`src/rtl/pixel_block_packer_if.sv`:
```
// pixel_block_packer_if: ready/valid pixel stream (data, start-of-frame, end-of-frame) into the block packer
interface pixel_block_packer_if #(
    parameter int PIXEL_WIDTH = 8
);
    logic                   s_tvalid;
    logic                   s_tready;
    logic [PIXEL_WIDTH-1:0] s_tdata;
    logic                   s_tuser;
    logic                   s_tlast;

    modport master (output s_tvalid, s_tdata, s_tuser, s_tlast, input s_tready);
    modport slave  (input s_tvalid, s_tdata, s_tuser, s_tlast, output s_tready);
endinterface

```
`src/rtl/pixel_block_packer.sv`:
```
// pixel_block_packer: packs a pixel stream into plaintext blocks for the CTR Feistel encryptor.
// Optional feature: define PACKER_PAD_EN to emit partial final blocks padded with PAD_BYTE.
// Without it, partial final blocks are dropped and err_partial pulses.
module pixel_block_packer #(
    parameter int                     DATA_WIDTH  = 256,
    parameter int                     PIXEL_WIDTH = 8,
    parameter logic [PIXEL_WIDTH-1:0] PAD_BYTE    = '0
) (
    input  logic                  clk,
    input  logic                  reset_n,
    input  logic                  keys_ready,
    input  logic [DATA_WIDTH-1:0] iv_in,
    pixel_block_packer_if.slave   s,
    output logic                  crypto_trigger,
    output logic                  tvalid,
    output logic [DATA_WIDTH-1:0] plaintext,
    output logic [DATA_WIDTH-1:0] iv,
    output logic                  frame_done,
    output logic [15:0]           blk_cnt,
    output logic                  err_partial
);
    localparam int N  = DATA_WIDTH / PIXEL_WIDTH;
    localparam int IW = $clog2(N);
    localparam logic [0:0] IDLE = 1'b0;
    localparam logic [0:0] FILL = 1'b1;
`ifdef PACKER_PAD_EN
    localparam logic PAD_EN = 1'b1;
`else
    localparam logic PAD_EN = 1'b0;
`endif

    logic [0:0]            state;
    logic [IW-1:0]         idx;
    logic [IW-1:0]         cur_idx;
    logic                  first;
    logic [DATA_WIDTH-1:0] assembly;
    logic [DATA_WIDTH-1:0] filled;
    logic                  xfer;
    logic                  sof;
    logic                  accept;
    logic                  last_lane;
    logic                  partial;
    logic                  emit;
    logic                  first_blk;

    // Stream is gated purely by the key schedule; held low while in reset.
    assign s.s_tready = keys_ready & reset_n;
    assign xfer       = s.s_tvalid & s.s_tready;
    assign sof        = xfer & s.s_tuser;
    assign accept     = sof | (xfer & (state == FILL));
    // A start-of-frame pixel always lands in lane 0, even when restarting mid-frame.
    assign cur_idx    = s.s_tuser ? '0 : idx;
    assign last_lane  = cur_idx == IW'(N - 1);
    assign partial    = accept & s.s_tlast & !last_lane;
    assign emit       = accept & (last_lane | (s.s_tlast & PAD_EN));
    assign first_blk  = sof | first;

    // Block as it stands with the incoming pixel merged in; lanes past it are padding.
    for (genvar g = 0; g < N; g++) begin : g_lane
        localparam int HI = DATA_WIDTH - 1 - g * PIXEL_WIDTH;
        assign filled[HI -: PIXEL_WIDTH] = (IW'(g) < cur_idx)  ? assembly[HI -: PIXEL_WIDTH] :
                                           (IW'(g) == cur_idx) ? s.s_tdata :
                                           PAD_EN              ? PAD_BYTE : assembly[HI -: PIXEL_WIDTH];
    end

    // Frame state, lane index and first-block flag advance on every accepted pixel.
    always_ff @(posedge clk or negedge reset_n) begin
        if (!reset_n) begin
            state    <= IDLE;
            idx      <= '0;
            first    <= 1'b0;
            assembly <= '0;
        end else if (accept) begin
            state    <= s.s_tlast ? IDLE : FILL;
            idx      <= (s.s_tlast | last_lane) ? '0 : cur_idx + IW'(1);
            first    <= first_blk & !emit;
            assembly <= filled;
        end
    end

    // Registered block outputs: emit pulses, the emitted block, the frame IV and block count.
    always_ff @(posedge clk or negedge reset_n) begin
        if (!reset_n) begin
            crypto_trigger <= 1'b0;
            tvalid         <= 1'b0;
            frame_done     <= 1'b0;
            err_partial    <= 1'b0;
            plaintext      <= '0;
            iv             <= '0;
            blk_cnt        <= '0;
        end else begin
            crypto_trigger <= emit & first_blk;
            tvalid         <= emit & !first_blk;
            frame_done     <= accept & s.s_tlast;
            err_partial    <= (sof & (state == FILL)) | (partial & !PAD_EN);
            if (emit) plaintext <= filled;
            if (sof) iv <= iv_in;
            if (sof | emit) blk_cnt <= (sof ? 16'd0 : blk_cnt) + {15'd0, emit};
        end
    end
endmodule

```
`src/flat_wrapper.sv`:
```
// flat-port wrapper written by rule: the top's interface ports become plain ports
module pixel_block_packer_flat 
#(
    parameter int                     DATA_WIDTH  = 256,
    parameter int                     PIXEL_WIDTH = 8,
    parameter logic [PIXEL_WIDTH-1:0] PAD_BYTE    = '0
)
  (clk, reset_n, keys_ready, iv_in, crypto_trigger, tvalid, plaintext, iv, frame_done, blk_cnt, err_partial, s_s_tvalid, s_s_tdata, s_s_tuser, s_s_tlast, s_s_tready);
  pixel_block_packer_if #(.PIXEL_WIDTH(PIXEL_WIDTH)) s_i ();
  input  logic clk;
  input  logic reset_n;
  input  logic keys_ready;
  input  logic [DATA_WIDTH-1:0] iv_in;
  output logic crypto_trigger;
  output logic tvalid;
  output logic [DATA_WIDTH-1:0] plaintext;
  output logic [DATA_WIDTH-1:0] iv;
  output logic frame_done;
  output logic [15:0] blk_cnt;
  output logic err_partial;
  input wire logic [$bits(s_i.s_tvalid)-1:0] s_s_tvalid;
  input wire logic [$bits(s_i.s_tdata)-1:0] s_s_tdata;
  input wire logic [$bits(s_i.s_tuser)-1:0] s_s_tuser;
  input wire logic [$bits(s_i.s_tlast)-1:0] s_s_tlast;
  output wire logic [$bits(s_i.s_tready)-1:0] s_s_tready;
  assign s_i.s_tvalid = s_s_tvalid;
  assign s_i.s_tdata = s_s_tdata;
  assign s_i.s_tuser = s_s_tuser;
  assign s_i.s_tlast = s_s_tlast;
  assign s_s_tready = s_i.s_tready;
  pixel_block_packer #(.DATA_WIDTH(DATA_WIDTH), .PIXEL_WIDTH(PIXEL_WIDTH), .PAD_BYTE(PAD_BYTE)) u_core (.clk(clk), .reset_n(reset_n), .keys_ready(keys_ready), .iv_in(iv_in), .s(s_i), .crypto_trigger(crypto_trigger), .tvalid(tvalid), .plaintext(plaintext), .iv(iv), .frame_done(frame_done), .blk_cnt(blk_cnt), .err_partial(err_partial));
endmodule
```
`config.mk`:
```
export PLATFORM = sky130hd
export DESIGN_NAME = pixel_block_packer_flat
export DESIGN_NICKNAME = d
export VERILOG_FILES = /design/src/rtl/pixel_block_packer_if.sv /design/src/rtl/pixel_block_packer.sv /design/src/flat_wrapper.sv
export SDC_FILE = /design/constraint.sdc
export NUM_CORES = 1
export LEC_CHECK = 0
export ABC_AREA = 0
export ABC_CLOCK_PERIOD_IN_PS = 4100
export CORE_AREA = 8 8 304 306
export DETAILED_ROUTE_END_ITERATION = 6
export DIE_AREA = 0 0 312 314
export SYNTH_ARGS = -nofsm -noshare
export SYNTH_HDL_FRONTEND = slang
export SYNTH_SLANG_ARGS = --single-unit
```
`constraint.sdc`:
```
create_clock -name clk -period 4.1 [get_ports clk]
set_clock_uncertainty 0.1 [all_clocks]
set_input_delay 0.82 -clock clk [delete_from_list [all_inputs] [get_ports clk]]
set_output_delay 0.82 -clock clk [all_outputs]
set_load 0.005 [all_outputs]
```
==> impl_metrics.tcl <==
set metrics [dict create \
    status "completed" \
    required_ps 4470 \
    dieArea_um2 98000 \
    worstPathCellList "clkdlybuf4s50_1, buf_4, and2b_1, and3_1, ha_1, nand2_4, buf_12, buf_4, o21ai_0" \
    grt_overflow_total 0 \
    max_slew_margin 0.254 \
    synth_adder_area_share 0.00233 \
    arrival_ps 3700 \
    clk_path_buf_depth 3 \
    synthXorXnorAreaFrac 0.00163 \
    synthTopCellsByArea "dfrtp_1, nand2_1, mux2_2" \
    crit_end "u_core.plaintext[211]" \
    finalWirelength_mm 119 \
    r2r_start "u_core.idx[0]" \
    drc_errors 0 \
    io_pins 803 \
    crit_start "s_s_tuser" \
    gp_congestion 0.901 \
    netlist_instances 2968 \
    synth_common_cells "nand2_1, dfrtp_1, mux2_2" \
    clkSlewWorstSetupHoldPaths_ps 60 \
    intPower_mw 14.8 \
    vias 24200 \
    path_depth 9 \
    yosys_warnings 0 \
    worst-setup-path-type "in -> reg" \
    worstSkewPairLatency_ps 630 \
    multiInputGateArea_um2 11700 \
    start_util 0.369 \
    grt_usage 0.235 \
    clock_tree.root_cell "clkbuf_16" \
    cp_common_cell "buf_4" \
    p_sw_frac 0.258 \
    grt_pass1_wl_mm 173 \
    timing.fmax_mhz 300 \
    register_area_um2 19700 \
    comb_power_share 0.150 \
    grt_pass1_vias 24200 \
    ys_ff_latch 787 \
    synth_nets 3244 \
    whs_ps 183 \
    yosysMostFrequentCell "nand2_1" \
    synth_area_um2 32300 \
    setup-violations-final 0 \
    initialDrtViolationCount 1799 \
    timing.final.crit_share 0.813 \
    cap_viol_max_count 0 \
    die_w_um 312 \
    synth_mux_area_frac 0.162 \
    worst_pin_slew_ps 1120 \
    clock_power_share 0.406 \
    p_seq_frac 0.444 \
    p_sw_mw 5.14 \
    clkSinkCount 787 \
    fill_cells 7948 \
    cts_tree "built" \
    crit_family "buffers and inverters" \
    critPathLaunchType "input pin" \
    cts_setup_buffers 0 \
    area_growth_pct 38.9 \
    slowest_delay_ps 650 \
    synth_simple_gate_area_frac 0.150 \
    port_buffers 802 \
    synth_top_family_by_area "multiplexers" \
    synth_edf_count 0 \
    rows 109 \
    ys.flop_type "dfrtp_1" \
    ff2ff_path_depth 8 \
    placedInstanceArea_um2 41800 \
    fp.coreArea_um2 87600 \
    tns_ps 0 \
    p_per_area_nw_per_um2 444 \
    cp_slowest_cell "clkdlybuf4s50_1" \
    ff2ff_setup_slack_ps 1130 \
    avgSynthCellArea_um2 10.9 \
    setup_ws_ps 765 \
    async_reset_ff_frac 1.00 \
    maxSlewViolCount 0 \
    path_buf_inv 4 \
    yosysTopAreaCellShare 0.610 \
    r2r-end "u_core.assembly[239]" \
    worst-path-max-fanout 176 \
    fin_crit_ps 3330 \
    grt_setup_unrepaired "false" \
    synth_cell_types 54 \
    dp_hpwl_mm 87.0 \
    htree_num_levels 3 \
    dpl_worst_slack_ps 103 \
    finalInstanceArea_um2 44800 \
    viasPerCell 4.86 \
    hp-class "in -> async" \
    wire_per_inst_um 23.9 \
    placed_cells 4818 \
    synth.largest_area_cell "dfrtp_1" \
    ir_worst_vdd_uv 364 \
    fin_cells 4986 \
    seq_area_frac_synth 0.610 \
    post_cts_resized 0 \
    cts_hold_buf 0 \
    grt_max_degree 192 \
    die_y_um 314 \
    finalHoldViolCount 0 \
    drive_gt1_frac 0.136 \
    synth-compound-area-share 0.0475 \
    cp-end-kind "flop" \
    p_leak_nw 21.9 \
    grt_antenna_before_repair 15 \
    drt_first_pass_iters 7 \
    nets 4020 \
    numCtsBuffers 89 \
    ant_nets 0 \
]
-- metrics by stage --
stage,util,power [mW]
6_report,0.512,19.9
5_1_grt,0.512,20.7
4_1_cts,0.512,20.2
3_5_place_dp,0.478,12.0
3_3_place_gp,0.478,11.9
2_1_floorplan,-,9.89
-- worst min path at each step --
stage                       startpoint               endpoint  slack [ps]
final                          reset_n  u_core.plaintext[180]         180
after global routing           reset_n  u_core.plaintext[180]         200
after CTS                      reset_n  u_core.plaintext[180]         190
after detailed placement  u_core.first          u_core.tvalid         320
after global placement    u_core.first          u_core.tvalid         320
after floorplan           u_core.first          u_core.tvalid         310
-- cells in the final DEF, fill, tap and decap left out, types with 3 or more instances in the layout --
cell,n
and2_1,11
buf_2,8
nand4_1,14
bufinv_16,7
buf_4,74
buf_12,19
nand2_1,1041
nor2_1,17
a21o_1,8
diode_2,9
o21ai_0,236
dfrtp_1,787
clkdlybuf4s50_1,793
nor3_2,5
and3_1,26
or3_1,4
mux2i_1,241
nand3_2,3
clkbuf_16,90
clkbuf_1,19
nor3_1,3
a221o_1,8
o211ai_1,3
ha_1,6
nand2_2,3
inv_1,6
xor2_1,5
mux2_2,250
clkinv_2,17
a21oi_1,8
nor2b_1,3
o21ai_1,9
or4_1,3
nand2b_1,3
nand3_1,25
clkbuf_8,18
-- power groups by stage --
| stage | clock network [mW] | logic [mW] | registers [mW] |
|---|---|---|---|
| floorplan | 0 | 0.970 | 8.92 |
| global placement | 0 | 3.01 | 8.94 |
| detailed placement | 0 | 3.03 | 8.95 |
| CTS | 8.29 | 3.05 | 8.83 |
| global route | 8.60 | 3.22 | 8.91 |
| finish | 8.09 | 3.00 | 8.84 |
-- metal layers --
metal	vias up	share of wire	track usage	routed length, um
met2	766	0.45	0.355	53100
met1	11900	0.44	0.324	52700
met5	-	0.00065	0	77
li1	11400	-	-	-
met3	140	0.085	0.0752	10100
met4	12	0.027	0.0697	3270
-- final cells by class --
type / count / area share
flip-flops and latches: 787 / 0.439
multi-input cells: 1965 / 0.262
repair buffers: 895 / 0.199
clock buffers: 127 / 0.0574
well taps: 1165 / 0.0325
clock inverters: 32 / 0.00893
inverters: 6 / 0.000502
diodes: 9 / 0.000502
-- logic make-up after synthesis --
family,after synthesis
DFF,787
AOI/OAI and AO/OA,282
muxes,491
xor gates and xnor gates,6
and+or+nand+nor,1180
buffers and inverters,216
adders and majority gates,6
-- registers in the layout, summed over array words and instances, names as in the netlist --
register,count
u_core.assembly,248
u_core.blk_cnt,16
u_core.crypto_trigger,1
u_core.err_partial,1
u_core.first,1
u_core.frame_done,1
u_core.idx,5
u_core.iv,256
u_core.plaintext,256
u_core.state,1
u_core.tvalid,1
Power figures use the tool's default switching activity.
